===== src/rtl/mem_port_arbiter.sv =====
// Arbitrates the fetch and data ports onto one single-ported memory, keeping one
// transaction outstanding at a time with fetch anti-starvation and a hang watchdog.
module mem_port_arbiter #(
  parameter int WIDTH      = 32,
  parameter int MAX_STREAK = 4,
  parameter int TIMEOUT    = 64
) (
  input  logic             clk,
  input  logic             reset,
  input  logic             if_req,
  input  logic [WIDTH-1:0] if_addr,
  output logic             if_gnt,
  output logic             if_rvalid,
  output logic [WIDTH-1:0] if_rdata,
  input  logic             d_req,
  input  logic             d_we,
  input  logic [WIDTH-1:0] d_addr,
  input  logic [WIDTH-1:0] d_wdata,
  output logic             d_gnt,
  output logic             d_rvalid,
  output logic [WIDTH-1:0] d_rdata,
  output logic             mem_req,
  output logic             mem_we,
  output logic [WIDTH-1:0] mem_addr,
  output logic [WIDTH-1:0] mem_wdata,
  input  logic             mem_ack,
  input  logic [WIDTH-1:0] mem_rdata,
  output logic             err,
  output logic             busy
);

  localparam int SW = (MAX_STREAK > 0) ? $clog2(MAX_STREAK + 1) : 1;
  localparam int TW = (TIMEOUT > 1) ? $clog2(TIMEOUT + 1) : 1;

  typedef enum logic {S_IDLE, S_WAIT} state_t;

  state_t         state, state_nxt;
  logic [SW-1:0]  streak;
  logic [TW-1:0]  tcnt;
  logic           own_d;
  logic           cmd_we;
  logic [WIDTH-1:0] cmd_addr;
  logic [WIDTH-1:0] cmd_wdata;
  logic           pick_f, pick_d;
  logic           timeout;

  function automatic logic [SW-1:0] sat_inc(input logic [SW-1:0] v);
    if (v == SW'(MAX_STREAK)) return v;
    return v + SW'(1);
  endfunction

  assign timeout = (state == S_WAIT) && (TIMEOUT != 0) && (tcnt == TW'(TIMEOUT - 1));

  always_comb begin
    state_nxt = state;
    pick_f    = 1'b0;
    pick_d    = 1'b0;
    if (state == S_IDLE && !reset) begin
      // Data has priority unless fetch has been passed over MAX_STREAK times.
      if (d_req && !(if_req && streak == SW'(MAX_STREAK))) pick_d = 1'b1;
      else if (if_req)                                      pick_f = 1'b1;
    end
    if (state == S_IDLE) begin
      if (pick_f || pick_d) state_nxt = S_WAIT;
    end else if (mem_ack || timeout) begin
      state_nxt = S_IDLE;
    end
  end

  always_ff @(posedge clk or posedge reset) begin
    if (reset) begin
      state     <= S_IDLE;
      streak    <= '0;
      tcnt      <= '0;
      own_d     <= 1'b0;
      cmd_we    <= 1'b0;
      if_rvalid <= 1'b0;
      d_rvalid  <= 1'b0;
      err       <= 1'b0;
      if_rdata  <= '0;
      d_rdata   <= '0;
    end else begin
      state     <= state_nxt;
      if_rvalid <= 1'b0;
      d_rvalid  <= 1'b0;
      err       <= 1'b0;
      if (pick_f) begin
        streak <= '0;
        tcnt   <= '0;
        own_d  <= 1'b0;
        cmd_we <= 1'b0;
      end
      if (pick_d) begin
        streak <= if_req ? sat_inc(streak) : '0;
        tcnt   <= '0;
        own_d  <= 1'b1;
        cmd_we <= d_we;
      end
      if (state == S_WAIT) begin
        tcnt <= tcnt + TW'(1);
        // An ack on the timeout edge wins: normal completion, no error.
        if (mem_ack || timeout) begin
          err <= !mem_ack;
          if (own_d) begin
            d_rvalid <= 1'b1;
            if (!cmd_we) d_rdata <= mem_ack ? mem_rdata : '0;
          end else begin
            if_rvalid <= 1'b1;
            if_rdata  <= mem_ack ? mem_rdata : '0;
          end
        end
      end
    end
  end

  always_ff @(posedge clk) begin
    if (pick_f) begin
      cmd_addr  <= if_addr;
      cmd_wdata <= '0;
    end else if (pick_d) begin
      cmd_addr  <= d_addr;
      cmd_wdata <= d_we ? d_wdata : '0;
    end
  end

  assign if_gnt    = pick_f;
  assign d_gnt     = pick_d;
  assign mem_req   = (state == S_WAIT);
  assign busy      = mem_req;
  assign mem_we    = mem_req && cmd_we;
  assign mem_addr  = mem_req ? cmd_addr : '0;
  assign mem_wdata = mem_req ? cmd_wdata : '0;

endmodule


===== config.mk =====
export PLATFORM = sky130hd
export DESIGN_NAME = mem_port_arbiter
export DESIGN_NICKNAME = d
export VERILOG_FILES = /design/src/rtl/mem_port_arbiter.sv
export SDC_FILE = /design/constraint.sdc
export NUM_CORES = 1
export LEC_CHECK = 0
export ABC_AREA = 1
export CAP_MARGIN = 0
export CORE_ASPECT_RATIO = 0.75
export CORE_MARGIN = 1.5
export CORE_UTILIZATION = 40
export DETAILED_ROUTE_END_ITERATION = 8
export GPL_TIMING_DRIVEN = 0
export PLACE_DENSITY = 0.84
export SKIP_CTS_REPAIR_TIMING = 1
export SLEW_MARGIN = 20
export SYNTH_ARGS = -nofsm -noshare
export SYNTH_HDL_FRONTEND = slang
export SYNTH_SLANG_ARGS = --single-unit

===== constraint.sdc =====
create_clock -name clk -period 7.6 [get_ports clk]
set_clock_uncertainty 0.05 [all_clocks]
set_input_delay 2.28 -clock clk [delete_from_list [all_inputs] [get_ports clk]]
set_output_delay 2.28 -clock clk [all_outputs]
set_load 0.05 [all_outputs]

# Yosys cells after proc, flatten, opt, wreduce, memory -nomap -nowiden
# Cells that the tools add are included.
# totals
register_bits,144
out_inout_bits,136
in_bits,134
wordCells,69
# classes
addsub,2
eq_ne,3
reduce_logical,15
muxes,34
bitwise,3
# op_table
op,count
two-way mux 32 bit,6
two-way mux 1 bit,21
two-way mux 7 bit,3
two-way mux 3 bit,4
"adder 7 x 1 -> 7 bit, second input constant",1
"== test 7 x 6 -> 1 bit, second input constant",1
logical AND 1 bit,5
"!= test 4 bit, second input constant",1
AND reduction 4 bit,1
"adder 3 x 1 -> 3 bit, second input constant",1
"== test 3 bit, second input constant",1
logical NOT 1 bit,3
inverter 1 bit,3
AND reduction 3 bit,1
nonzero test 3 bit,1
logical OR 1 bit,2
AND reduction 2 bit,1
nonzero test 2 bit,1

# Depth between registers and ports, before layout
# logic_depth
word_depth,10
depth_mapped,10
depth_no_buf,9

# Worst setup path before layout
# OpenSTA, ideal clock, no wires.
# synth_path
path_kind,input to output
startpoint,in reset
endpoint,out if_gnt
n_path_buf,1
stages,4
t_required_ps,5270
arrival_time_ps,2969
slack_ps,2301
cell_sequence,nor2_2 nand3_1 inv_2 buf_4
# synth_via
elab_chain_cells,3
# synth_rtl
element,line_no,text
start: declaration,9,"input logic reset,"
logical NOT 1 bit (no line),n/a,
logical AND 1 bit,58,if (state == S_IDLE && !reset) begin
two-way mux 1 bit,58,
end: declaration,12,"output logic if_gnt,"
# Every way passes these cells.

# Worst setup path in the final report
# layout_path
startpoint,in if_req
endpoint,out if_gnt
# layout_via
elab_chain_cells,5
word_cells_on_any_way,6
classes_between,mux (3); reduce/logical (3)
# layout_rtl
element,line_no,text
start: declaration,10,"input logic if_req,"
logical AND 1 bit,60,if (d_req && !(if_req && streak == SW'(MAX_STREAK))) pick_d = 1'b1;
logical NOT 1 bit,60,
logical AND 1 bit,60,
two-way mux 1 bit *,60,
two-way mux 1 bit *,58,
# Mark *: on every way between the ends. The rest lies on a longest branch, timed or not.

==> flow_metrics.py <==
metrics = {
    "cells_and_area": {
        "regArea_um2": 3600,
        "stdcell_count": 1361,
        "drive_above_1_share_pct": 5.47,
        "syn_to_final_growth_pct": 54.1,
        "multi_input_area_um2": 2300,
        "nets": 1275,
        "n_antenna_cell": 0,
        "fillCellCount": 1384,
    },
    "yosys": {
        "synth_area_um2": 6550,
        "syn_avg_cell_area_um2": 7.72,
        "syn-instance-count": 849,
        "synth.area.top_cells": "dfrtp_1 31%, nand2_1 25%, edfxtp_1 15%, dfxtp_1 9.8%, inv_1 6.3%",
        "yosysTopAreaCellShare_pct": 30.5,
        "yosysTopAreaCell": "dfrtp_1",
        "synth_warnings": 0,
        "synth_seq_cells": 144,
        "yosysSeqAreaShare_pct": 55.0,
        "synth_nets": 986,
        "synth_cell_type_count": 29,
    },
    "die": {
        "dieArea_um2": 17200,
        "rows": 40,
        "die_height_um": 114,
        "io_pins": 270,
        "die_w_um": 151,
        "start_util_pct": 40.9,
        "design.core.area_um2": 16000,
    },
    "power": {
        "p_leak_nw": 5.29,
        "p_per_area_nw_per_um2": 325,
        "ir_drop_mv": 0.171,
    },
    "grt": {
        "grt_max_degree": 53,
        "antenna_found_initial": 0,
        "grt_overflow_total": 0,
        "grt.total_usage_pct": 23.4,
        "grt_pass1_vias": 6212,
        "grt_pass1_wl_um": 31300,
    },
    "drt": {
        "vias": 6480,
        "avgViaCountPerCell": 4.76,
        "dr.pass1.iters": 5,
        "post-route-drc-count": 0,
        "first_iter_violations": 359,
        "drtAntennaViolNets": 0,
        "wirelength_um": 19500,
        "routedWlPerCell_um": 14.4,
    },
    "run": {
        "cap_violations": 0,
    },
    "hold_path": {
        "hold_start": "cmd_wdata[10]",
        "hold_path.class": "reg2reg",
    },
    "place": {
        "io_buffer_count": 269,
        "dp.cells": 1329,
        "place_congestion": 0.876,
        "place_hpwl_um": 14600,
    },
    "clocking": {
        "numCtsBuffers": 17,
        "cts_tree": "done",
        "clk_transition_reported_paths_ps": 70,
        "worstSkewPairLatency_ps": 410,
        "cts.sinks": 144,
        "cts_buffer_depth": 2,
        "root_buffer": "clkbuf_16",
        "cts_max_level": 4,
    },
    "setup_path": {
        "startpoint": "if_req",
        "worst_setup_path_start_kind": "primary input",
        "arrival_ps": 4470,
        "required_ps": 5270,
        "cp-end-kind": "output pin",
        "r2r_start": "busy",
        "cp_max_fo": 10,
        "critical_path_class": "in2out",
    },
    "timing": {
        "drv_slew": 0,
        "finalCriticalPeriod_ps": 6800,
        "worst_pin_slew_ps": 736,
        "finalCritPeriodShare_pct": 89.5,
        "setup_viol": 0,
        "setup_tns_ps": 0,
        "clock.fmax_ghz": 0.147,
        "hold_viol_final": 0,
        "rsz0062_at_grt": "no",
        "max_slew_margin_pct": 50.8,
    },
    "run_status": {
        "outcome": "completed",
    },
}
cells in the mapped netlist:
| cell type | n |
|---|---|
| o21ai_0 | 7 |
| inv_1 | 110 |
| dfxtp_1 | 32 |
| a31oi_1 | 1 |
| xnor2_1 | 1 |
| nor3_1 | 1 |
| buf_1 | 3 |
| a21oi_1 | 2 |
| ha_1 | 3 |
| o21ai_2 | 1 |
| clkinv_1 | 1 |
| buf_4 | 3 |
| nor2_2 | 3 |
| nand2_1 | 434 |
| nor2_1 | 11 |
| inv_2 | 2 |
| xor2_1 | 1 |
| nand3b_1 | 1 |
| dfrtp_1 | 80 |
| clkbuf_1 | 28 |
| nand2_4 | 1 |
| nand4_1 | 64 |
| edfxtp_1 | 32 |
| nand3_2 | 1 |
| nand3_1 | 6 |
| buf_2 | 17 |
| o211ai_1 | 1 |
| nand3_4 | 1 |
| a22o_1 | 1 |
per-stage QoR:
step	hold slack [ps]	total power, W	setup WS, ps	util, %	area, um2
finish	402	0.00329	802	63.1	10100
global placement	387	0.00247	813	59.4	9510
CTS	405	0.00331	797	63.1	10100
global route	420	0.00344	664	63.1	10100
detailed placement	391	0.00250	804	59.6	9540
floorplan	376	0.00196	2300	-	6550
worst paths after layout:
path / endpoint / slack, ps / cells after the start
setup / recovery: if_gnt / 800 / 7
hold / removal: cmd_wdata[10] / 400 / 2
setup reg to reg: cmd_addr[23] / 5590 / 4
hold reg to reg: cmd_wdata[10] / 400 / 2
max in group asynchronous: d_rvalid / 4690 / 3
min in group asynchronous: d_rdata[14] / 2230 / 2
layer usage:
layer | up-vias | GRT usage [%] | routed length (um)
met5 | - | 0 | 0
met4 | 0 | 8.16 | 429
met3 | 36 | 7.08 | 1570
met2 | 272 | 37.6 | 9160
met1 | 2981 | 30.0 | 8380
li1 | 3191 | - | -
cell families after synthesis:
group / Yosys count / share of synthesized area [%]
buffers and inverters: 164 / 9.89
adder cells (fa/ha/maj): 3 / 0.573
XOR/XNOR: 2 / 0.267
AO/OA/AOI/OAI: 13 / 1.16
AND/OR/NAND/NOR: 523 / 33.1
flip-flops: 144 / 55.0
worst max-delay path, stage by stage:
cell and delay, ps:
clkdlybuf4s50_1 540, nand3_1 90, nand2_1 100, nand3_1 250
inv_2 190, buf_4 190, clkdlybuf4s50_1 820
cell type report:
cell class | instances | area share (%)
sequential | 144 | 35.7
timing repair buffer | 270 | 26.9
multi-input combinational | 541 | 22.8
clock buffer | 20 | 4.63
inverter | 113 | 4.22
tap | 210 | 2.60
buffer | 51 | 2.22
clock inverter | 12 | 0.917
power breakdown:
part	switching, W	internal (W)	leakage, nW
logic	0.000950	0.000449	3.41
registers	0.000108	0.000980	1.60
clock network	0.000347	0.000454	0.285
cell usage in the layout (no fill, tap or decap), drive strengths merged, types with 8 or more instances in the layout:
cell type,instances
buf,24
clkbuf,48
clkdlybuf4s50,269
dfrtp,80
dfxtp,32
edfxtp,32
inv,123
nand2,435
nand3,8
nand4,64
nor2,14
o21ai,8
registers in the layout, indices dropped and copies added (netlist names):
register	flops
cmd_we	1
own_d	1
cmd_addr	32
if_rdata	32
err	1
busy	1
d_rdata	32
streak	3
d_rvalid	1
if_rvalid	1
cmd_wdata	32
tcnt	7
No activity file was read; power rests on OpenSTA's default activity.
